### config.mk
export PLATFORM = sky130hd
export DESIGN_NAME = load_store_unit
export DESIGN_NICKNAME = d
export VERILOG_FILES = /design/src/rtl/load_store_unit.sv
export SDC_FILE = /design/constraint.sdc
export NUM_CORES = 1
export LEC_CHECK = 0
export CAP_MARGIN = 15
export CORE_MARGIN = 1
export CORE_UTILIZATION = 45
export DETAILED_ROUTE_END_ITERATION = 7
export GPL_TIMING_DRIVEN = 0
export PLACE_DENSITY = 0.88
export SLEW_MARGIN = 20
export SYNTH_ARGS = -nofsm -noshare
export SYNTH_HDL_FRONTEND = slang
export SYNTH_SLANG_ARGS = --single-unit
### constraint.sdc
create_clock -name clk -period 5 [get_ports clk]
set_input_delay 0.5 -clock clk [delete_from_list [all_inputs] [get_ports clk]]
set_output_delay 0.5 -clock clk [all_outputs]
set_load 0.01 [all_outputs]
### src/rtl/load_store_unit.sv
// Load/store unit between the pipeline and a 256-word data memory: aligned
// byte/halfword/word accesses, sub-word stores as read-modify-write.
module load_store_unit (
  input  logic        clk,
  input  logic        rst,
  input  logic        req_valid,
  output logic        req_ready,
  input  logic        req_write,
  input  logic [1:0]  req_size,
  input  logic        req_unsigned,
  input  logic [31:0] req_addr,
  input  logic [31:0] req_wdata,
  output logic        resp_valid,
  input  logic        resp_ready,
  output logic [31:0] resp_rdata,
  output logic        resp_error,
  output logic [31:0] mem_read_address,
  output logic [31:0] mem_write_address,
  output logic [31:0] mem_write_data,
  output logic        sig_mem_read,
  output logic        sig_mem_write,
  input  logic [31:0] mem_read_data
);

  typedef enum logic [1:0] {IDLE, READ, WRITE, RESP} state_t;

  localparam logic [1:0] SIZE_BYTE = 2'b00;
  localparam logic [1:0] SIZE_HALF = 2'b01;
  localparam logic [1:0] SIZE_WORD = 2'b10;

  state_t      state, state_next;
  logic [7:0]  index_q;
  logic [1:0]  size_q;
  logic [1:0]  offset_q;
  logic        write_q;
  logic        unsigned_q;
  logic        error_q;
  logic [31:0] rdata_q;
  logic [31:0] wword_q;
  logic        accept;
  logic        req_error;

  function automatic logic [31:0] load_extend(input logic [31:0] word,
                                              input logic [1:0]  size,
                                              input logic [1:0]  off,
                                              input logic        uns);
    logic [7:0]  b;
    logic [15:0] h;
    b = word[{off, 3'b000} +: 8];
    h = off[1] ? word[31:16] : word[15:0];
    case (size)
      SIZE_BYTE: return uns ? {24'b0, b} : {{24{b[7]}}, b};
      SIZE_HALF: return uns ? {16'b0, h} : {{16{h[15]}}, h};
      default:   return word;
    endcase
  endfunction

  // Replaces only the addressed lanes of the captured word with store data.
  function automatic logic [31:0] store_merge(input logic [31:0] word,
                                              input logic [31:0] wdata,
                                              input logic [1:0]  size,
                                              input logic [1:0]  off);
    logic [31:0] m;
    m = word;
    case (size)
      SIZE_BYTE: m[{off, 3'b000} +: 8] = wdata[7:0];
      SIZE_HALF: begin
        if (off[1]) m[31:16] = wdata[15:0];
        else        m[15:0]  = wdata[15:0];
      end
      default:   m = wdata;
    endcase
    return m;
  endfunction

  assign accept = req_valid && req_ready;

  always_comb begin
    req_error = (req_size == 2'b11)
             || (req_size == SIZE_HALF && req_addr[0])
             || (req_size == SIZE_WORD && req_addr[1:0] != 2'b00)
             || (|req_addr[31:10]);
  end

  // NOTE: sequential state uses non-blocking assignments so every register
  // samples the pre-edge values of its neighbours.
  always_ff @(posedge clk or posedge rst) begin
    if (rst) state <= IDLE;
    else     state <= state_next;
  end

  // NOTE: default assignment first so no path through the case infers a latch.
  always_comb begin
    state_next = state;
    case (state)
      IDLE: begin
        if (accept) begin
          if (req_error)                     state_next = RESP;
          else if (!req_write)               state_next = READ;
          else if (req_size == SIZE_WORD)    state_next = WRITE;
          else                               state_next = READ;
        end
      end
      READ:    state_next = write_q ? WRITE : RESP;
      WRITE:   state_next = RESP;
      RESP:    state_next = resp_ready ? IDLE : RESP;
      default: state_next = IDLE;
    endcase
  end

  always_comb begin
    req_ready     = (state == IDLE) && !rst;
    sig_mem_read  = (state == READ);
    sig_mem_write = (state == WRITE);
    resp_valid    = (state == RESP);
    resp_error    = (state == RESP) && error_q;
  end

  always_ff @(posedge clk or posedge rst) begin
    if (rst) begin
      index_q    <= '0;
      size_q     <= '0;
      offset_q   <= '0;
      write_q    <= 1'b0;
      unsigned_q <= 1'b0;
      error_q    <= 1'b0;
      rdata_q    <= '0;
      wword_q    <= '0;
    end else begin
      if (accept) begin
        index_q    <= req_addr[9:2];
        size_q     <= req_size;
        offset_q   <= req_addr[1:0];
        write_q    <= req_write;
        unsigned_q <= req_unsigned;
        error_q    <= req_error;
        rdata_q    <= '0;
        wword_q    <= req_wdata;
      end else if (state == READ) begin
        // A store passing through READ is a sub-word read-modify-write.
        if (write_q) wword_q <= store_merge(mem_read_data, wword_q, size_q, offset_q);
        else         rdata_q <= load_extend(mem_read_data, size_q, offset_q, unsigned_q);
      end
    end
  end

  assign resp_rdata        = rdata_q;
  assign mem_read_address  = {24'b0, index_q};
  assign mem_write_address = {24'b0, index_q};
  assign mem_write_data    = wword_q;

endmodule

After elaboration in Yosys (flattened, before gate mapping) --
Cells that the tools add are included.
Word-level totals: memories kept 0, bits in latches 0, bits in registers 81, input port bits 104, bits in read-only memories 0, output and inout bits 133, RAM bits 0, word-level logic and storage cells 64
Operators by class: bitwise logic cells 0, shift-type cells 3, equal/unequal tests 10, multipliers 0, add/sub/neg operators 1, divide/modulo/power cells 0, reduce and logical (&&, ||, !) cells 19, $lt $le $gt $ge 0, multiplexer cells 21
Operators by type and width (number):
- $mux 32 | 8
- $pmux 32 s2 | 2
- $mux 16 | 3
- $bwmux 32 | 1
- $shift 8x7->32 const A | 1
- $shiftx 32x6->8 | 1
- $shiftx 8x7->32 | 1
- $reduce_or 22->1 | 1
- $mux 2 | 5
- $eq 2x2->1 const B | 4
- $pmux 2 s4 | 1
- $neg 5->7 | 1
- $eq 2x1->1 const B | 3
- $reduce_bool 2->1 | 3
- $logic_and 1x1->1 | 5
- $logic_not 2->1 | 2
- $reduce_and 4->1 | 1
- $logic_or 1x1->1 | 3
- $ne 3x3->1 const B | 1
- $reduce_and 3->1 | 1
- $reduce_bool 3->1 | 1
- $ne 2x1->1 const B | 1
- $ne 2x2->1 const B | 1
- $reduce_and 2->1 | 1
- other kinds (2) | 2

Depth between registers and ports, before layout --
depth in word-level cells 8, gate-level depth with buffers 8, gate-level depth less buffers 6

Worst setup path before layout --
OpenSTA, ideal clock, no wires.
path type register -> register, start register offset_q[1], end register wword_q[30] (netlist: mem_write_data[30]), setup time 82 ps, arrival 2033 ps, period minus slack after synthesis 2115 ps, buffers on the path 2, setup slack 2885 ps, required time 4918 ps, stages on the path, launching flop included 9, path through dfrtp_1 > clkbuf_1 > inv_1 > ha_1 > nor4bb_1 > clkbuf_1 > a221oi_1 > a211o_1 > a31oi_1
On the way: cells in the longest elaborated chain, start to end 7, elaborated cells between the ends (all ways) 9, classes of those cells 1 x add/sub; 2 x shift; 6 x mux
Ends and longest elaborated chain:
- from (decl) | RTL line 34 | logic [1:0] offset_q;
- from (signal assigned) | RTL line 133 | offset_q <= req_addr[1:0];
- $neg 5->7 | RTL line 66 | SIZE_BYTE: m[{off, 3'b000} +: 8] = wdata[7:0];
- $shiftx 8x7->32 or $shift 8x7->32 (tied branches) | RTL line 66
- $bwmux 32 | RTL line 66
- $pmux 32 s2 (*) | RTL line 65 | case (size)
- $mux 32 (*) | RTL line 141 | if (write_q) wword_q <= store_merge(mem_read_data, wword_q, size_q, offset_q);
- $mux 32 (*) | RTL line 139 | end else if (state == READ) begin
- $mux 32 (*) | RTL line 130 | if (accept) begin
- to (signal assigned) | RTL line 138 | wword_q <= req_wdata;
- to (signal assigned) | RTL line 141
- to (decl) | RTL line 39 | logic [31:0] wword_q;
Mark *: on every way between the ends. The rest lies on a longest branch, timed or not. The select of a mux whose other input is x is not followed. A chain may end at the register's enable or synchronous reset.

Worst setup path after layout --
start input port rst, end register wword_q[16] (netlist: mem_write_data[16])
On the way: cells in the longest elaborated chain, start to end 5, elaborated cells between the ends (all ways) 8, classes of those cells 1 x mux; 7 x reduce/logical
Ends and longest elaborated chain:
- from (decl) | RTL line 5 | input logic rst,
- $logic_not 1->1 (no line) (*)
- $logic_and 1x1->1 (*) | RTL line 112 | req_ready = (state == IDLE) && !rst;
- $logic_and 1x1->1 (*) | RTL line 76 | assign accept = req_valid && req_ready;
- $reduce_bool 3->1 (no line) or $reduce_bool 2->1 (tied branches)
- $reduce_and 3->1 (no line)
Mark *: on every way between the ends. The rest lies on a longest branch, timed or not.

==> out/results.ini <==
[outcome]
status=finished, final reports clean

[worst_setup_path]
end_kind=register
worst_setup_path_startpoint=rst
cp_max_fo=10
cp_num_cells=6
critPathKind=input port to register
crit_chain=clkdlybuf4s50_1, nor4b_2, clkbuf_1, clkbuf_1, nand2_1, a31oi_1
r2r_start=offset_q[1]$_DFFE_PP0P_
worst_setup_path_start_kind=input port
crit_end=mem_write_data[16]$_DFFE_PP0P_
worstPathRequired_ns=5.28
ff2ff_path_depth=8
rrSetupSlack_ns=2.28
worstReg2RegEnd=mem_write_data[23]$_DFFE_PP0P_
critPathTopFamily=buffers and inverters
slowest_stage=nor4b_2
cp_slowest_stage_delay_ns=0.81
crit_path_frequent_cell=clkbuf_1
crit_arrival_ns=3.08
worstPathBufferInverterCount=3

[timing]
worst_pin_slew_ns=0.935
finalSetupViolations=0
finalCritPeriodShare_pct=56.1
final.min_clock_period_ns=2.80
hold_violations=0
max_slew_margin_pct=37.5
rsz0062_at_grt=false
fmax_mhz=357
fin_tns_setup_ns=0
skew_ns=0.0137
drv_slew=0

[placed_design]
gp_congestion=0.913
hpwl_um=13500
dpl_cell_area_um2=7220
place.port_buffers=188

[clock_network]
cts_tree=yes
cts_setup_buffers=0
numCtsBuffers=9
htree_num_levels=3
hold_buffers=0
cts_resized=0
cts_buffer_depth=2
clk_transition_reported_paths_ns=0.09
cts_sinks=81
root_buffer=clkbuf_8
worstSkewPairLatency_ns=0.35

[logic_synthesis]
synth-edff-count=0
synth_flop_cell=dfrtp_1
async_flop_share_pct=100
yosys_warnings=0
synth_area_um2=4960
synth.area.top_cells=dfrtp_1, buf_4, nand2_1
synth_cell_types=45
synth.avg_cell_area_um2=8.97
synth_top_area_cell=dfrtp_1
synth_top_area_share_pct=40.9
synth-seq-cells=81
seq_area_frac_synth_pct=40.9
syn_inst=553

[layout]
synthToLayoutAreaGrowth_pct=50.3
antenna_cells=0
final_cell_mix=clkdlybuf4s50_1, nand2_1, dfrtp_1
finalNetCount=909
mostFrequentLayoutCell=clkdlybuf4s50_1
drive_gt1_share_pct=11.4
finalInstanceArea_um2=7450

[route]
drtAntennaViolNets=0
drc=0
avgViaCountPerCell=5.56
drt-pass1-iter-count=5
wl_per_cell_um=18.4
wl_um=17300
vias=5229
first_iter_violations=336

[grt]
antenna_found_initial=0
grt_pass1_vias=5166
grt_pass1_wl_um=26700
grt_max_degree=50
overflow=0
grtUsageTotal_pct=30.6

[hold_path]
hold_class=register to register
min_path_cells=2

[die]
chipWidth_um=107
core_um2=10500
die_y_um=107
dieArea_um2=11400
start_util_pct=47.2
num_rows=37
io_pins=237

[power]
internal_power_uw=2520
p_leak_uw=0.00341
peakVddDrop_v=0.000301
sw_frac_of_total_pct=40.6
powerDensity_nw_per_um2=569
combPwrFrac_pct=57.5
switching_power_uw=1720
seqPwrFrac_pct=29.0
power_uw=4240
p_clk_share_pct=13.5

[run]
maxCapViolCount=0

worst register-to-register path, stage by stage, from the launching register on:
cell and delay, ns:
dfrtp_1 0.38, clkbuf_1 0.25, inv_1 0.24, ha_1 0.39, nor4bb_1 0.44, clkbuf_1 0.34, a221oi_1 0.13, a211o_1 0.31
a31oi_1 0.17
cell families (layout without fill, tap and decap cells):
| logic type | count (synthesis) | count (layout) | share of synthesized area [%] |
|---|---|---|---|
| buf+inv | 104 | 309 | 12.6 |
| other cells | 1 | 48 | 0.0756 |
| fa+ha+maj | 5 | 5 | 1.26 |
| compound gates | 162 | 162 | 22.5 |
| simple gates | 164 | 164 | 14.7 |
| flops | 81 | 81 | 40.9 |
| mux | 36 | 36 | 8.07 |
through the flow:
stage                     cells  setup slack (ns)  hold WS, ns  util (%)
after floorplan             600              2.42        0.443         -
after global placement      924              1.15        0.467      68.4
after detailed placement    925              1.89        0.470      68.7
after CTS                   941              2.23        0.491      70.9
after global routing        941              2.02        0.529      70.9
final                       941              2.20        0.497      70.9
sequential cells by signal, summed over array words and instances, names as in the netlist:
| name | count |
|---|---|
| mem_write_data | 32 |
| resp_rdata | 32 |
| index_q | 8 |
| offset_q | 2 |
| size_q | 2 |
| state | 2 |
| error_q | 1 |
| unsigned_q | 1 |
| write_q | 1 |
cell type report:
type                            instances  area (µm²)
Buffer                                 95         589
Clock buffer                           11         151
Clock inverter                          5        86.3
Fill cell                             825        3050
Inverter                                9        36.3
Multi-Input combinational cell        415        2480
Sequential cell                        81        2030
Tap cell                              136         170
Timing Repair Buffer                  189        1910
worst min path at each step:
stage / to / startpoint
after detailed placement: resp_rdata[11]$_DFFE_PP0P_ / resp_rdata[11]$_DFFE_PP0P_
after CTS: resp_rdata[11]$_DFFE_PP0P_ / resp_rdata[11]$_DFFE_PP0P_
after global placement: error_q$_DFFE_PP0P_ / error_q$_DFFE_PP0P_
after floorplan: error_q$_DFFE_PP0P_ / error_q$_DFFE_PP0P_
after global routing: resp_rdata[11]$_DFFE_PP0P_ / resp_rdata[11]$_DFFE_PP0P_
final: resp_rdata[11]$_DFFE_PP0P_ / resp_rdata[11]$_DFFE_PP0P_
per-layer routing:
layer  vias to the layer above  GRT usage (%)  routed length (µm)
met5                         -              0                   0
met4                         0           11.5                 558
met3                        45           4.62                1350
met2                       313           52.7                8410
met1                      2478           38.7                6970
li1                       2393              -                   -
power by group through the flow:
| stage | sequential [µW] | combinational, µW | clock [µW] |
|---|---|---|---|
| floorplan | 1300 | 1230 | 0 |
| global placement | 1220 | 2360 | 0 |
| global route | 1260 | 2640 | 600 |
| detailed placement | 1230 | 2420 | 0 |
| finish | 1230 | 2440 | 573 |
| CTS | 1220 | 2430 | 575 |
synth_stat cells (2+ instances only):
cell and instances:
inv_1 8, nor4_1 5, a22o_1 8, a211o_1 16
and3_1 2, or3_1 5, clkbuf_1 25, mux2_4 8
a31oi_1 17, a21oi_1 22, nor3b_1 2, nand2_1 96
o21ai_0 39, buf_2 6, a221oi_1 29, ha_1 5
mux2i_1 28, nor2_1 33, nor4bb_1 2, nand2b_1 2
buf_4 56, nor2b_1 4, a22oi_1 16, buf_6 2
dfrtp_1 81, nor3_1 5, buf_1 6, o31ai_1 8
Power figures use the tool's default switching activity.
